**config.mk**
```make
export PLATFORM = sky130hd
export DESIGN_NAME = mac_arbiter
export DESIGN_NICKNAME = d
export VERILOG_FILES = /design/src/rtl/mac_arbiter.sv
export SDC_FILE = /design/constraint.sdc
export NUM_CORES = 2
export LEC_CHECK = 0
export CORE_MARGIN = 5
export CORE_UTILIZATION = 40
export CTS_CLUSTER_SIZE = 30
export DETAILED_ROUTE_END_ITERATION = 12
export MAX_ROUTING_LAYER = met4
export PLACE_DENSITY = 0.58
export SYNTH_ARGS = -nofsm -noshare
export SYNTH_HDL_FRONTEND = slang
export SYNTH_HIERARCHICAL = 1
export SYNTH_SLANG_ARGS = --single-unit
```
**constraint.sdc**
```tcl
create_clock -name clk_i -period 9.6 [get_ports clk_i]
set_clock_uncertainty 0.15 [all_clocks]
set_input_delay 1.92 -clock clk_i [delete_from_list [all_inputs] [get_ports clk_i]]
set_output_delay 1.92 -clock clk_i [all_outputs]
set_load 0.03 [all_outputs]
```
**src/rtl/mac_arbiter.sv**
```systemverilog
// mac_arbiter: round-robin arbiter + sequencer sharing one pipelined signed
// multiply-accumulate unit among NUM_REQ burst requesters (FIR-style dot
// products). A requester owns the MAC for a whole burst; the Q(FRAC_BITS)
// scaled, rounded and saturated result is returned tagged with its index.
//
// Ports:
//   clk_i, reset_ni        clock, async active-low reset
//   valid_i/last_i [R]     per-requester beat valid / final-beat flag
//   a_i/b_i [R*NB]         packed signed data / coefficient, lane k at [k*NB +: NB]
//   ready_o [R]            beat accepted when valid_i[k] & ready_o[k]
//   grant_o [R]            one-hot MAC owner, zero when idle
//   result_o [NB]          rounded, saturated dot product (held until next)
//   result_id_o [IW]       owner index of result_o
//   result_valid_o         one-cycle result strobe
//   busy_o                 FSM not idle

// Per-lane gating: ready decode and AND-mask of the lane's beat so the top
// can OR-reduce all lanes into a single MAC operand set.
module mac_arbiter_lane #(
  parameter int NUM_BITS = 24
) (
  input  logic                burst_i,
  input  logic                gnt_i,
  input  logic                valid_i,
  input  logic                last_i,
  input  logic [NUM_BITS-1:0] a_i,
  input  logic [NUM_BITS-1:0] b_i,
  output logic                ready_o,
  output logic                acc_o,
  output logic                last_o,
  output logic [NUM_BITS-1:0] a_o,
  output logic [NUM_BITS-1:0] b_o
);
  assign ready_o = burst_i & gnt_i;
  assign acc_o   = ready_o & valid_i;
  assign last_o  = acc_o & last_i;
  assign a_o     = {NUM_BITS{gnt_i}} & a_i;
  assign b_o     = {NUM_BITS{gnt_i}} & b_i;
endmodule

module mac_arbiter #(
  parameter  int NUM_REQ   = 4,
  parameter  int NUM_BITS  = 24,
  parameter  int ACC_BITS  = 56,
  parameter  int FRAC_BITS = 23,
  localparam int IW        = $clog2(NUM_REQ)
) (
  input  logic                        clk_i,
  input  logic                        reset_ni,
  input  logic [NUM_REQ-1:0]          valid_i,
  input  logic [NUM_REQ-1:0]          last_i,
  input  logic [NUM_REQ*NUM_BITS-1:0] a_i,
  input  logic [NUM_REQ*NUM_BITS-1:0] b_i,
  output logic [NUM_REQ-1:0]          ready_o,
  output logic [NUM_REQ-1:0]          grant_o,
  output logic [NUM_BITS-1:0]         result_o,
  output logic [IW-1:0]               result_id_o,
  output logic                        result_valid_o,
  output logic                        busy_o
);
  localparam int PW = 2 * NUM_BITS;
  localparam logic [ACC_BITS-1:0] ACC_ONE = {{(ACC_BITS-1){1'b0}}, 1'b1};
  localparam logic signed [ACC_BITS-1:0] RND_HALF = ACC_ONE << (FRAC_BITS - 1);
  localparam logic signed [ACC_BITS-1:0] SAT_MAX  = (ACC_ONE << (NUM_BITS - 1)) - ACC_ONE;
  localparam logic signed [ACC_BITS-1:0] SAT_MIN  = ~SAT_MAX;

  typedef enum logic [2:0] {S_IDLE, S_GRANT, S_BURST, S_DRAIN, S_OUT} state_t;

  typedef struct packed {
    logic                vld;
    logic                last;
    logic [NUM_BITS-1:0] a;
    logic [NUM_BITS-1:0] b;
  } beat_t;

  state_t                    state_q, state_d;
  logic [NUM_REQ-1:0]        grant_q, grant_d;
  logic [IW-1:0]             gidx_q, gidx_d;
  logic [IW-1:0]             ptr_q, ptr_d;
  logic                      first_q, first_d;
  logic [1:0]                vld_pipe_q, vld_pipe_d;   // [0]=stage1 full, [1]=acc took a product
  logic signed [PW-1:0]      p_q, p_d;
  logic                      p_first_q, p_first_d;
  logic signed [ACC_BITS-1:0] acc_q, acc_d;
  logic [NUM_BITS-1:0]       result_q, result_d;
  logic [IW-1:0]             result_id_q, result_id_d;
  logic                      result_valid_q, result_valid_d;

  // lanes
  logic                              in_burst;
  logic [NUM_REQ-1:0]                lane_rdy, lane_acc, lane_last;
  logic [NUM_REQ-1:0][NUM_BITS-1:0]  lane_a, lane_b;
  beat_t                             beat;

  assign in_burst = (state_q == S_BURST);

  for (genvar k = 0; k < NUM_REQ; k++) begin : g_lane
    mac_arbiter_lane #(.NUM_BITS(NUM_BITS)) u_lane (
      .burst_i (in_burst),
      .gnt_i   (grant_q[k]),
      .valid_i (valid_i[k]),
      .last_i  (last_i[k]),
      .a_i     (a_i[k*NUM_BITS +: NUM_BITS]),
      .b_i     (b_i[k*NUM_BITS +: NUM_BITS]),
      .ready_o (lane_rdy[k]),
      .acc_o   (lane_acc[k]),
      .last_o  (lane_last[k]),
      .a_o     (lane_a[k]),
      .b_o     (lane_b[k])
    );
  end

  // Grant is one-hot, so OR-reduction is the operand mux.
  always_comb begin
    beat = '0;
    for (int k = 0; k < NUM_REQ; k++) begin
      beat.vld  = beat.vld  | lane_acc[k];
      beat.last = beat.last | lane_last[k];
      beat.a    = beat.a    | lane_a[k];
      beat.b    = beat.b    | lane_b[k];
    end
  end

  // Round-robin pick: first valid requester at or after ptr+1.
  logic [NUM_REQ-1:0] sel_oh;
  logic [IW-1:0]      sel_idx;
  logic               sel_found;

  always_comb begin
    sel_oh    = '0;
    sel_idx   = '0;
    sel_found = 1'b0;
    for (int i = 1; i <= NUM_REQ; i++) begin
      int j;
      j = (int'(ptr_q) + i) % NUM_REQ;
      if (!sel_found && valid_i[IW'(j)]) begin
        sel_found       = 1'b1;
        sel_idx         = IW'(j);
        sel_oh          = '0;
        sel_oh[IW'(j)]  = 1'b1;
      end
    end
  end

  // MAC datapath
  logic signed [PW-1:0]       a_x, b_x, prod;
  logic signed [ACC_BITS-1:0] p_x, rnd, rnd_sh;
  logic [NUM_BITS-1:0]        rnd_sat;

  always_comb begin
    a_x  = {{NUM_BITS{beat.a[NUM_BITS-1]}}, beat.a};
    b_x  = {{NUM_BITS{beat.b[NUM_BITS-1]}}, beat.b};
    prod = a_x * b_x;
    p_x  = {{(ACC_BITS-PW){p_q[PW-1]}}, p_q};

    vld_pipe_d = {vld_pipe_q[0], beat.vld};
    p_d        = beat.vld ? prod : p_q;
    p_first_d  = beat.vld ? first_q : p_first_q;
    acc_d      = acc_q;
    if (vld_pipe_q[0]) acc_d = p_first_q ? p_x : (acc_q + p_x);

    rnd    = acc_q + RND_HALF;
    rnd_sh = rnd >>> FRAC_BITS;
    if (rnd_sh > SAT_MAX)      rnd_sat = SAT_MAX[NUM_BITS-1:0];
    else if (rnd_sh < SAT_MIN) rnd_sat = SAT_MIN[NUM_BITS-1:0];
    else                       rnd_sat = rnd_sh[NUM_BITS-1:0];
  end

  // Drain is complete once stage 1 is empty and acc absorbed the final product.
  logic drain_done;
  assign drain_done = (vld_pipe_q == 2'b10);

  always_comb begin
    state_d        = state_q;
    grant_d        = grant_q;
    gidx_d         = gidx_q;
    ptr_d          = ptr_q;
    first_d        = first_q;
    result_d       = result_q;
    result_id_d    = result_id_q;
    result_valid_d = 1'b0;
    case (state_q)
      S_IDLE: if (sel_found) begin
        grant_d = sel_oh;
        gidx_d  = sel_idx;
        state_d = S_GRANT;
      end
      S_GRANT: begin
        first_d = 1'b1;
        state_d = S_BURST;
      end
      S_BURST: if (beat.vld) begin
        first_d = 1'b0;
        if (beat.last) state_d = S_DRAIN;
      end
      S_DRAIN: if (drain_done) begin
        result_d       = rnd_sat;
        result_id_d    = gidx_q;
        ptr_d          = gidx_q;
        result_valid_d = 1'b1;
        state_d        = S_OUT;
      end
      S_OUT: begin
        grant_d = '0;
        state_d = S_IDLE;
      end
      default: state_d = S_IDLE;
    endcase
  end

  always_ff @(posedge clk_i or negedge reset_ni) begin
    if (!reset_ni) begin
      state_q        <= S_IDLE;
      grant_q        <= '0;
      gidx_q         <= '0;
      ptr_q          <= IW'(NUM_REQ - 1);
      first_q        <= 1'b0;
      vld_pipe_q     <= '0;
      p_q            <= '0;
      p_first_q      <= 1'b0;
      acc_q          <= '0;
      result_q       <= '0;
      result_id_q    <= '0;
      result_valid_q <= 1'b0;
    end else begin
      state_q        <= state_d;
      grant_q        <= grant_d;
      gidx_q         <= gidx_d;
      ptr_q          <= ptr_d;
      first_q        <= first_d;
      vld_pipe_q     <= vld_pipe_d;
      p_q            <= p_d;
      p_first_q      <= p_first_d;
      acc_q          <= acc_d;
      result_q       <= result_d;
      result_id_q    <= result_id_d;
      result_valid_q <= result_valid_d;
    end
  end

  assign ready_o        = lane_rdy;
  assign grant_o        = grant_q;
  assign result_o       = result_q;
  assign result_id_o    = result_id_q;
  assign result_valid_o = result_valid_q;
  assign busy_o         = (state_q != S_IDLE);

endmodule

```
==> results of run 1 <==
==> per-stage QoR <==
step | instance area [um^2] | worst slack [ns]
global placement | 39000 | -0.236
global route | 39600 | -0.00407
CTS | 39600 | 0.198
detailed placement | 39000 | -0.294
floorplan | 32700 | 0.00795
==> repair_timing <==
item                                   4_1_cts  5_1_grt
setup endpoints to repair                    0        5
endpoints found under the hold margin        0        0
gates resized for setup                      0        7
==> synth_stat cells, types with 9 or more instances <==
cell,number
sky130_fd_sc_hd__nand2b_1,20
sky130_fd_sc_hd__ha_1,197
sky130_fd_sc_hd__nor3_1,17
sky130_fd_sc_hd__and2_1,166
sky130_fd_sc_hd__or4_1,42
sky130_fd_sc_hd__nor2_1,459
sky130_fd_sc_hd__o21ai_0,111
sky130_fd_sc_hd__o21bai_1,9
sky130_fd_sc_hd__and3_1,14
sky130_fd_sc_hd__a31oi_1,30
sky130_fd_sc_hd__xor2_1,52
sky130_fd_sc_hd__a21o_1,57
sky130_fd_sc_hd__inv_1,659
sky130_fd_sc_hd__clkbuf_1,145
sky130_fd_sc_hd__dfrtp_1,144
sky130_fd_sc_hd__fa_1,608
sky130_fd_sc_hd__buf_2,9
sky130_fd_sc_hd__nor2b_1,14
sky130_fd_sc_hd__o22a_1,28
sky130_fd_sc_hd__nand4_1,23
sky130_fd_sc_hd__clkbuf_2,20
sky130_fd_sc_hd__a211oi_1,14
sky130_fd_sc_hd__xnor2_1,77
sky130_fd_sc_hd__nand2_1,441
sky130_fd_sc_hd__a21oi_1,192
sky130_fd_sc_hd__o21a_1,13
sky130_fd_sc_hd__nor4_1,58
sky130_fd_sc_hd__and2_2,36
sky130_fd_sc_hd__nand3_1,50
==> layer usage <==
metal and GRT usage [%]:
met1 35.2, met2 36.8, met3 4.97, met4 3.96, met5 -
==> cell families after synthesis <==
family	count (synthesis)	synth area share, %
buffers and inverters	848	9.91
xor gates and xnor gates	129	3.45
and+or+nand+nor	1375	19.7
AOI/OAI and AO/OA	539	10.5
DFF	146	11.2
muxes	14	0.497
adders and majority gates	805	44.7
==> Flow_metrics.wiki, run 1 <==
{| class="wikitable"
! Metric !! Value
|-
| Number of buffers added on ports || 237
|-
| Worst EP kind || register input
|-
| Portion of synthesized cell area occupied by the leading cell type || 37.2%
|-
| Root buffer cell || sky130_fd_sc_hd__clkbuf_16
|-
| Synth area leaders || sky130_fd_sc_hd__fa_1, sky130_fd_sc_hd__dfrtp_1, sky130_fd_sc_hd__inv_1
|-
| Total global routing track utilization || 24.5%
|-
| Bufs on Longest Clock Path || 2
|-
| Total placed cells including tap cells || 5358
|-
| EDFF count, synth || 0
|-
| Row count || 104
|-
| Synth Net Count || 4863
|-
| Final GP Congestion || 0.972
|-
| Maximum number of pins on one net before global-route repair || 93
|-
| Dominant register cell in the synthesized netlist || sky130_fd_sc_hd__dfrtp_1
|-
| Count of clock tree sinks || 146
|-
| Global-route wire length before repair || 162000 um
|-
| Synthesized area per cell || 8.48 um^2
|-
| Worst setup endpoint after the global-route repair_timing || p_q[47]$_DFFE_PN0P_/D
|-
| Seq/Total Area, Yosys || 11.2%
|-
| Post-CTS setup buffer count || 0
|-
| Via count of the first global-routing pass || 27700
|-
| Width of the chip || 296 um
|-
| Post-synth top area cell || sky130_fd_sc_hd__fa_1
|-
| Detailed-placement wirelength estimate || 89400 um
|-
| Result of the run || stopped before the end
|-
| Number of warnings printed during yosys synthesis || 6
|-
| Error || [ERROR DRT-0255] Maze Route cannot find path of net clk_i in worker of routeBox ( 241500 0 ) ( 295960 48300 ).
|-
| Height of the chip || 296 um
|-
| Grt total ovfl || 0
|-
| Synthesis-stage register bit count || 146
|-
| Antenna violations before repair || 5
|-
| IO Pins || 238
|-
| Share of synthesized flip-flops with an asynchronous set or reset || 100%
|-
| Number of buffers added by the clock tree synthesis step || 17
|-
| Synthesized area || 32700 um^2
|-
| Cell variety after synth || 90
|-
| CTS hold repair buffers || 0
|-
| Count of mapped cells out of synthesis || 3856
|-
| Last flow stage reached || detailed routing
|-
| Number of levels the H-tree was split into || 4
|-
| Initial Util || 40.5%
|}
==> run 2: changes to the inputs <==
--- a/config.mk
+++ b/config.mk
@@ -6,11 +6,9 @@
 export NUM_CORES = 2
 export LEC_CHECK = 0
 export CORE_MARGIN = 5
-export CORE_UTILIZATION = 40
-export CTS_CLUSTER_SIZE = 30
+export CORE_UTILIZATION = 25
 export DETAILED_ROUTE_END_ITERATION = 12
-export MAX_ROUTING_LAYER = met4
-export PLACE_DENSITY = 0.58
+export PLACE_DENSITY_LB_ADDON = 0.15
 export SYNTH_ARGS = -nofsm -noshare
 export SYNTH_HDL_FRONTEND = slang
 export SYNTH_HIERARCHICAL = 1
==> run 2 against run 1 <==
The flow now finishes without violations. Synthesized area stayed put. Synthesized cell count stayed put. Global-route usage is 8.0 points lower.
==> Flow_metrics.wiki, run 2 <==
{| class="wikitable"
! Metric !! Value
|-
| Endpoint of the worst hold-timing path || gidx_q[0]$_DFFE_PN0P_
|-
| Number of buffers added on ports || 237 (unchanged)
|-
| Leading cell type in the layout, fill and taps excluded || sky130_fd_sc_hd__inv_1
|-
| Timing-limited maximum frequency || 108 MHz
|-
| CTS hold repair buffers || 0 (unchanged)
|-
| Result of the run || finished clean (was stopped before the end)
|-
| Post-route cell area || 40700 um^2
|-
| Setup tns final || 0 ns
|-
| Synthesized area || 32700 um^2 (unchanged)
|-
| Synth area leaders || sky130_fd_sc_hd__fa_1, sky130_fd_sc_hd__dfrtp_1, sky130_fd_sc_hd__inv_1 (unchanged)
|-
| Slew Viols, Final || 0
|-
| CP endpoint kind || flip-flop
|-
| EDFF count, synth || 0 (unchanged)
|-
| Routed via count divided by cell count || 4.42
|-
| Share of synthesized flip-flops with an asynchronous set or reset || 100% (unchanged)
|-
| Final GP Congestion || 0.871 (was 0.972)
|-
| Dominant register cell in the synthesized netlist || sky130_fd_sc_hd__dfrtp_1 (unchanged)
|-
| Placement Cell Area || 40000 um^2 (was 39000 um^2)
|-
| Synthesis-to-finish area growth || 24.6%
|-
| Worst reg-to-reg path cell count || 29
|-
| Mean routed wirelength per cell || 18.5 um
|-
| First-pass DRT Iterations || 5
|-
| Post-synth top area cell || sky130_fd_sc_hd__fa_1 (unchanged)
|-
| Max_slew headroom || 16.6%
|-
| Max incr delay on CP || 0.66 ns
|-
| Number of warnings printed during yosys synthesis || 6 (unchanged)
|-
| Final period util || 96.5%
|-
| Maximum number of pins on one net before global-route repair || 63 (was 93)
|-
| Portion of synthesized cell area occupied by the leading cell type || 37.2% (unchanged)
|-
| Area of the die || 138000 um^2
|-
| Capture instance of the worst register-to-register path || p_q[47]$_DFFE_PN0P_
|-
| Root buffer cell || sky130_fd_sc_hd__clkbuf_16 (unchanged)
|-
| Bufs on Longest Clock Path || 2 (unchanged)
|-
| Grt total ovfl || 0 (unchanged)
|-
| Data arrival, critical path || 9.44 ns
|-
| Initial Util || 25.2% (was 40.5%)
|-
| DRC violations left || 0
|-
| Seq/Total Area, Yosys || 11.2% (unchanged)
|-
| Number of setup violations in the final report || 0
|-
| Max reg flops || 56
|-
| Row count || 132 (was 104)
|-
| Register name with the most flops || acc_q
|-
| Width of the chip || 372 um (was 296 um)
|-
| Count of mapped cells out of synthesis || 3856 (unchanged)
|-
| Share of the core filled with cells in the final layout || 31.4%
|-
| Antenna cells || 0
|-
| Clock Latency Late Sink || 0.46 ns
|-
| Max-capacitance violation count || 0
|-
| Proportion of layout cells with a drive suffix above 1 || 13.9%
|-
| Worst Hold Launch || gidx_q[0]$_DFFE_PN0P_
|-
| Antenna violations before repair || 2 (was 5)
|-
| WS Path Type || in -> reg
|-
| Post-layout net count || 5352
|-
| Cell variety after synth || 90 (unchanged)
|-
| CP max FO || 4
|-
| Clock transition time at the flip-flop clock pins of the worst setup and hold paths || 0.06 ns
|-
| Most used cells in the layout excluding fill and tap cells || sky130_fd_sc_hd__inv_1, sky130_fd_sc_hd__fa_1, sky130_fd_sc_hd__nor2_1, sky130_fd_sc_hd__nand2_1, sky130_fd_sc_hd__buf_4
|-
| Via count of the first global-routing pass || 28800 (was 27700)
|-
| Synth Net Count || 4863 (unchanged)
|-
| Time the final worst path needs with I/O delays and setup || 9.27 ns
|-
| Violation count after the first detailed-routing iteration || 1352
|-
| Class of the worst hold path || reg -> reg
|-
| Unrepaired setup endpoints after global routing || no
|-
| Most common library cells after synthesis || sky130_fd_sc_hd__inv_1, sky130_fd_sc_hd__fa_1, sky130_fd_sc_hd__nor2_1 (unchanged)
|-
| FF-to-FF Start || grant_o[0]$_DFFE_PN0P_
|-
| Number of levels the H-tree was split into || 4 (unchanged)
|-
| Worst setup SP type || primary input
|-
| Number of buffers added by the clock tree synthesis step || 17 (unchanged)
|-
| Fin. Hold Viols || 0
|-
| Via total after detailed routing || 27000
|-
| Count of clock tree sinks || 146 (unchanged)
|-
| Detailed-placement wirelength estimate || 98600 um (was 89400 um)
|-
| Synthesis-stage register bit count || 146 (unchanged)
|-
| Count leader, synth || sky130_fd_sc_hd__inv_1 (unchanged)
|-
| IO Pins || 238 (unchanged)
|-
| Reg-to-reg slack, setup || 1.14 ns
|-
| Slowest stage cell, crit path || sky130_fd_sc_hd__fa_2
|-
| Most common cell on crit path || sky130_fd_sc_hd__fa_1
|-
| Area inside the core boundary || 130000 um^2
|-
| Total detailed-routing wirelength || 113000 um
|-
| Height of the chip || 372 um (was 296 um)
|-
| Total global routing track utilization || 16.5% (was 24.5%)
|-
| Tightest Pin Transition || 1.24 ns
|-
| Clock tree from TritonCTS || built
|-
| Antenna viol nets, final || 0
|-
| Global-route wire length before repair || 175000 um (was 162000 um)
|-
| Synthesized area per cell || 8.48 um^2 (unchanged)
|-
| Worst Path Required || 9.77 ns
|-
| Worst hold path stage count || 2
|}
==> run 2: cell counts after synthesis <==
Identical to the previous run, type by type.
==> run 2: worst max path at each step <==
stage	from	endpoint	slack (ns)	depth (start not counted)
2_1_floorplan	b_i[49]	p_q[47]$_DFFE_PN0P_	0.008	27
3_3_place_gp	b_i[53]	p_q[44]$_DFFE_PN0P_	-0.31	27
3_5_place_dp	b_i[53]	p_q[44]$_DFFE_PN0P_	-0.35	27
4_1_cts	b_i[53]	p_q[44]$_DFFE_PN0P_	0.16	27
5_1_grt	a_i[47]	p_q[47]$_DFFE_PN0P_	0.0009	30
6_report	a_i[47]	p_q[47]$_DFFE_PN0P_	0.33	29
==> run 2: logic make-up (layout without fill, tap and decap cells) <==
kind of cell | after synthesis | in the layout | synth area share [%]
muxes | 14 | 14 | 0.497
and+or+nand+nor | 1375 | 1375 | 19.7
DFF | 146 | 146 | 11.2
xor gates and xnor gates | 129 | 129 | 3.45
AOI/OAI and AO/OA | 539 | 539 | 10.5
buffers and inverters | 848 | 1350 | 9.91
adders and majority gates | 805 | 805 | 44.7
==> run 2: cell type report <==
class,count,area (um^2)
Fill cell,14000,89100
Multi-Input combinational cell,2862,26100
Timing Repair Buffer,656,5650
Sequential cell,146,3670
Inverter,662,2490
Tap cell,1742,2180
Clock buffer,18,439
Clock inverter,14,178
==> run 2: worst max-delay path, delay by kind of cell <==
family / cells / cell delay, ns
compound gates: 9 / 1.35
xor+xnor: 1 / 0.16
simple gates: 4 / 0.93
buf+inv: 7 / 1.00
fa+ha+maj: 8 / 4.07
==> run 2: repair_timing <==
item / CTS / global route
setup endpoints to repair: 0 / 8
hold endpoints to repair: 0 / 0
setup buffers: 0 / 3
resized for setup: 0 / 21
==> run 2: stage by stage <==
stage	hold WS, ns	std cells	setup WS (ns)
floorplan	0.202	3856	0.00795
global placement	0.320	6065	-0.315
detailed placement	0.326	6065	-0.354
CTS	0.340	6097	0.160
global route	0.382	6100	0.000932
finish	0.328	6100	0.334
==> run 2: layer usage <==
| layer | vias to the layer above | share of wire [%] | GRT usage [%] |
|---|---|---|---|
| met4 | 0 | 1.8 | 3.37 |
| li1 | 13100 | - | - |
| met5 | - | 0 | 0 |
| met3 | 73 | 5.4 | 3.05 |
| met1 | 13300 | 50 | 24.1 |
| met2 | 536 | 43 | 25.5 |
Power of run 2 is left out: the tool's default activity adds up to more than one toggle a clock period on the data nets, which glitch-free logic cannot reach.
